--- src/rtl/pll_reset_sequencer.sv ---
// Lock-qualified reset sequencer: filters a synchronised PLL lock flag, then releases
// the TMDS, pixel and camera resets in that order; lock loss or restart drops all at once.
`timescale 1ns/1ps
module pll_reset_sequencer #(
  parameter int LOCK_FILT = 1024,
  parameter int STAGE_DLY = 256,
  parameter int CNT_W     = 8
) (
  input  logic             i_clk,
  input  logic             i_resetn,
  input  logic             i_pll_locked,
  input  logic             i_force_rst,
  output logic             o_rst_tmds_n,
  output logic             o_rst_pix_n,
  output logic             o_rst_cam_n,
  output logic             o_ready,
  output logic [1:0]       o_state,
  output logic [CNT_W-1:0] o_loss_cnt
);

  localparam int MAX_CNT = (LOCK_FILT > STAGE_DLY) ? LOCK_FILT : STAGE_DLY;
  localparam int CW      = $clog2(MAX_CNT);
  localparam logic [CW-1:0]    FILT_LAST  = CW'(LOCK_FILT - 1);
  localparam logic [CW-1:0]    STAGE_LAST = CW'(STAGE_DLY - 1);
  localparam logic [CNT_W-1:0] LOSS_MAX   = '1;

  typedef enum logic [1:0] {
    WAIT_LOCK = 2'd0,
    FILTER    = 2'd1,
    RELEASE   = 2'd2,
    RUN       = 2'd3
  } state_t;

  state_t           r_state;
  logic             r_s1;
  logic             r_ls;
  logic [CW-1:0]    r_cnt;
  logic             r_stage;
  logic             r_rst_tmds_n;
  logic             r_rst_pix_n;
  logic             r_rst_cam_n;
  logic             r_ready;
  logic [CNT_W-1:0] r_loss_cnt;
  logic             w_lost;

  // Only a drop after the filter has passed counts as a loss.
  assign w_lost = !r_ls && ((r_state == RELEASE) || (r_state == RUN));

  always_ff @(posedge i_clk) begin
    if (!i_resetn) begin
      r_s1         <= 1'b0;
      r_ls         <= 1'b0;
      r_state      <= WAIT_LOCK;
      r_cnt        <= '0;
      r_stage      <= 1'b0;
      r_rst_tmds_n <= 1'b0;
      r_rst_pix_n  <= 1'b0;
      r_rst_cam_n  <= 1'b0;
      r_ready      <= 1'b0;
      r_loss_cnt   <= '0;
    end else begin
      r_s1 <= i_pll_locked;
      r_ls <= r_s1;
      if (i_force_rst || w_lost) begin
        r_state      <= WAIT_LOCK;
        r_rst_tmds_n <= 1'b0;
        r_rst_pix_n  <= 1'b0;
        r_rst_cam_n  <= 1'b0;
        r_ready      <= 1'b0;
        // A restart masks a coincident loss, so only count pure losses.
        if (!i_force_rst && (r_loss_cnt != LOSS_MAX))
          r_loss_cnt <= r_loss_cnt + 1'b1;
      end else begin
        case (r_state)
          WAIT_LOCK: begin
            if (r_ls) begin
              r_state <= FILTER;
              r_cnt   <= '0;
            end
          end
          FILTER: begin
            if (!r_ls) begin
              r_state <= WAIT_LOCK;
            end else if (r_cnt == FILT_LAST) begin
              r_state      <= RELEASE;
              r_cnt        <= '0;
              r_stage      <= 1'b0;
              r_rst_tmds_n <= 1'b1;
            end else begin
              r_cnt <= r_cnt + 1'b1;
            end
          end
          RELEASE: begin
            if (r_cnt == STAGE_LAST) begin
              if (!r_stage) begin
                r_rst_pix_n <= 1'b1;
                r_stage     <= 1'b1;
                r_cnt       <= '0;
              end else begin
                r_rst_cam_n <= 1'b1;
                r_ready     <= 1'b1;
                r_state     <= RUN;
              end
            end else begin
              r_cnt <= r_cnt + 1'b1;
            end
          end
          RUN: begin
            r_state <= RUN;
          end
          default: begin
            r_state <= WAIT_LOCK;
          end
        endcase
      end
    end
  end

  assign o_rst_tmds_n = r_rst_tmds_n;
  assign o_rst_pix_n  = r_rst_pix_n;
  assign o_rst_cam_n  = r_rst_cam_n;
  assign o_ready      = r_ready;
  assign o_state      = r_state;
  assign o_loss_cnt   = r_loss_cnt;

endmodule

--- config.mk ---
export PLATFORM = sky130hd
export DESIGN_NAME = pll_reset_sequencer
export DESIGN_NICKNAME = d
export VERILOG_FILES = /design/src/rtl/pll_reset_sequencer.sv
export SDC_FILE = /design/constraint.sdc
export NUM_CORES = 1
export LEC_CHECK = 0
export CAP_MARGIN = 20
export CORE_MARGIN = 5
export CORE_UTILIZATION = 40
export CTS_CLUSTER_SIZE = 40
export DETAILED_ROUTE_END_ITERATION = 8
export GPL_ROUTABILITY_DRIVEN = 0
export HOLD_SLACK_MARGIN = 0.15
export PLACE_DENSITY_LB_ADDON = 0.1
export SETUP_SLACK_MARGIN = 0.5
export SLEW_MARGIN = 20
export SYNTH_ARGS = -nofsm -noshare
export SYNTH_HDL_FRONTEND = slang
export SYNTH_SLANG_ARGS = --single-unit
export TNS_END_PERCENT = 10
--- constraint.sdc ---
create_clock -name i_clk -period 4 [get_ports i_clk]
set_input_delay 0.8 -clock i_clk [delete_from_list [all_inputs] [get_ports i_clk]]
set_output_delay 0.8 -clock i_clk [all_outputs]
set_load 0.02 [all_outputs]
==> results.md <==
- Critical path required time: 4.18 ns
- R2r worst-path depth: 7
- Hold Path Cell Cnt: 1
- Total GRT Usage: 0.134
- Initial antenna violation count: 0
- Number of vias per cell: 5.60
- Vias in the first global route: 1,204
- Tmin final: 2.29 ns
- DR WL/cell: 14.0 um
- Worst-path maximum fanout: 17
- Setup violators final: 0
- Pwr per Cell Area: 261 nW/um^2
- Drt drc: 0
- Hold-fix buffers, CTS: 0
- Syn_area_per_cell: 9.04 um^2
- Netlist Area Pre-Place: 1500 um^2
- # port buffers: 17
- Final hold violation count: 0
- Setup CP Type: input port to register
- M2 GR Usage: 0.220
- Top FF cell, synth: dfxtp_1
- Post-cts gate resize count: 0
- Layout cells sized above 1: 0.0984
- Die ar.: 5080 um^2
- Nets: 194
- Inserted Clock Buffers: 3
- CTS tree: done
- Clock-pin transition on the worst setup and hold timing paths: 0.09 ns
- Area growth syn-to-layout: 16.7%
- Async SR Flop Fraction: 0
- Vias: 1,294
- Least-Margin Pin Slew: 0.679 ns
- Rel. slew slack: 0.545
- Met3 usage: 0.0210
- Yosys Warn Count: 0
- Clk sinks: 26
- Rows: 22
- Sequential cell area fraction in the yosys report: 0.347
- Initial Util: 0.410
- Static leakage: 0.617 nW
- Largest net degree at the start of global routing: 18
- Global-route wire length before repair: 5620 um
- IR drop worst, VDD: 149 uV
- Initial detailed-routing violation count: 77
- Root Buffer: clkbuf_8
- CTS Buffer Depth: 2
- Die height: 71.2 um
- H-Tree Depth: 1
- Final Skew: 0.00198 ns
- Critical path arrival: 2.47 ns
- Clock latency at the later pin of the worst-skew pair: 0.27 ns
- Reported max-cap violation count: 0
- Postcts setup bufs: 0
- Num ports: 18
- Synth Net Count: 176
- Final setup TNS: 0 ns
- Global route overflow: 0
- CP endpoint kind: register
- Max frequency: 437 MHz
- Dpl hpwl: 2410 um
- Status: finished, final reports clean
- GR peak layer: met2
- Min-delay worst type: register to register
- Die W: 71.2 um
- Register bit total from synthesis: 26
- M1 GR Usage: 0.177
- Final worst-path cycle share: 0.573
- RSZ-0062 raised after global routing: no
- Inserted Diodes: 0
- Drt first pass iters: 4
- Final instance area: 1750 um^2
- Final WL: 3240 um
- Placed Area: 1700 um^2
- Antenna-violating nets left: 0
- Crit path launch type: input port
- Post-synth EDFFs: 0
- Slew Limit Fails: 0
- Synth unique cells: 53
- Gate Count Post-Synth: 166
- CORE AREA: 3660 um^2
[cells by family after synthesis]
logic type,after synthesis,synth area share
compound gates,38,0.223
xor+xnor,8,0.0467
fa+ha+maj,6,0.0500
buf+inv,11,0.0434
flops,26,0.347
mux,1,0.00667
simple gates,76,0.284
[final cells by class]
class | instances | area [um^2]
clock buffer | 4 | 55.1
fill | 365 | 1910
inverter | 6 | 22.5
multi-input combinational | 129 | 915
sequential | 26 | 520
tap | 48 | 60.1
timing repair buffer | 18 | 178
[synth_stat cells (2+ instances only)]
library cell / count / area (um^2)
xnor2_1: 2 / 17.5
o21ai_1: 2 / 10.0
inv_1: 5 / 18.8
nor3_1: 3 / 15.0
nand4b_1: 2 / 17.5
nand3_1: 7 / 35.0
a32oi_1: 2 / 17.5
a31oi_1: 3 / 18.8
a21oi_1: 8 / 40.0
nor2_1: 20 / 75.1
dfxtp_1: 26 / 521
and3_1: 8 / 50.1
nand2_1: 13 / 48.8
buf_6: 2 / 22.5
o21ai_0: 6 / 30.0
and2_1: 5 / 31.3
nand2_2: 2 / 12.5
ha_1: 6 / 75.1
nand4_1: 4 / 25.0
and4_1: 2 / 17.5
xor2_1: 6 / 52.6
[worst max-delay path, cell delays in order]
cell,delay [ns]
clkdlybuf4s50_1,0.46
buf_4,0.18
clkinv_1,0.42
nor3b_1,0.40
nand2_1,0.10
o32ai_1,0.11
[placed cells by master (no fill, tap or decap), types with 2 or more instances in the layout]
| master | n |
|---|---|
| nand4_1 | 4 |
| nor3_1 | 3 |
| xor2_1 | 6 |
| clkdlybuf4s50_1 | 17 |
| nand4b_1 | 2 |
| ha_1 | 6 |
| nor2_1 | 20 |
| a31oi_1 | 3 |
| a32oi_1 | 2 |
| and4_1 | 2 |
| nand3_1 | 7 |
| inv_1 | 5 |
| xnor2_1 | 2 |
| and2_1 | 5 |
| o21ai_0 | 6 |
| o21ai_1 | 2 |
| clkbuf_8 | 4 |
| dfxtp_1 | 26 |
| nand2_2 | 2 |
| nand2_1 | 13 |
| a21oi_1 | 8 |
| and3_1 | 8 |
[power breakdown]
part	switching [mW]	internal (mW)
sequential	0.00119	0.260
clock	0.0834	0.0880
combinational	0.0151	0.00915
total	0.0997	0.357
[registers in the layout (all words and copies together) (netlist names)]
signal        flops
r_cnt            10
o_loss_cnt        8
o_state           2
o_ready           1
o_rst_pix_n       1
o_rst_tmds_n      1
r_ls              1
r_s1              1
r_stage           1
[metal layers]
metal	vias to the layer above	wire length, um
li1	650	-
met1	618	1580
met2	24	1520
met3	2	125
met4	0	22
met5	-	0
[per-stage QoR]
step / hold slack [ns] / total power, mW / util / setup WS, ns / instances
floorplan: 0.412 / 0.283 / - / 2.01 / 166
global placement: 0.417 / 0.291 / 0.463 / 1.46 / 227
detailed placement: 0.420 / 0.291 / 0.463 / 1.41 / 227
CTS: 0.442 / 0.461 / 0.478 / 1.68 / 231
global route: 0.469 / 0.474 / 0.478 / 1.48 / 231
finish: 0.441 / 0.457 / 0.478 / 1.71 / 231
[path summary, 6_finish.rpt]
path / start / endpoint / slack (ns)
setup reg to reg: o_state[0]$_SDFFE_PP0P_ / r_cnt[7]$_SDFFE_PN0P_ / 1.79
setup / recovery: i_resetn / o_state[0]$_SDFFE_PP0P_ / 1.71
hold reg to reg: r_s1$_SDFF_PN0_ / r_ls$_SDFF_PN0_ / 0.44
hold / removal: r_s1$_SDFF_PN0_ / r_ls$_SDFF_PN0_ / 0.44
Note: power is estimated with default switching activity, not from simulation.
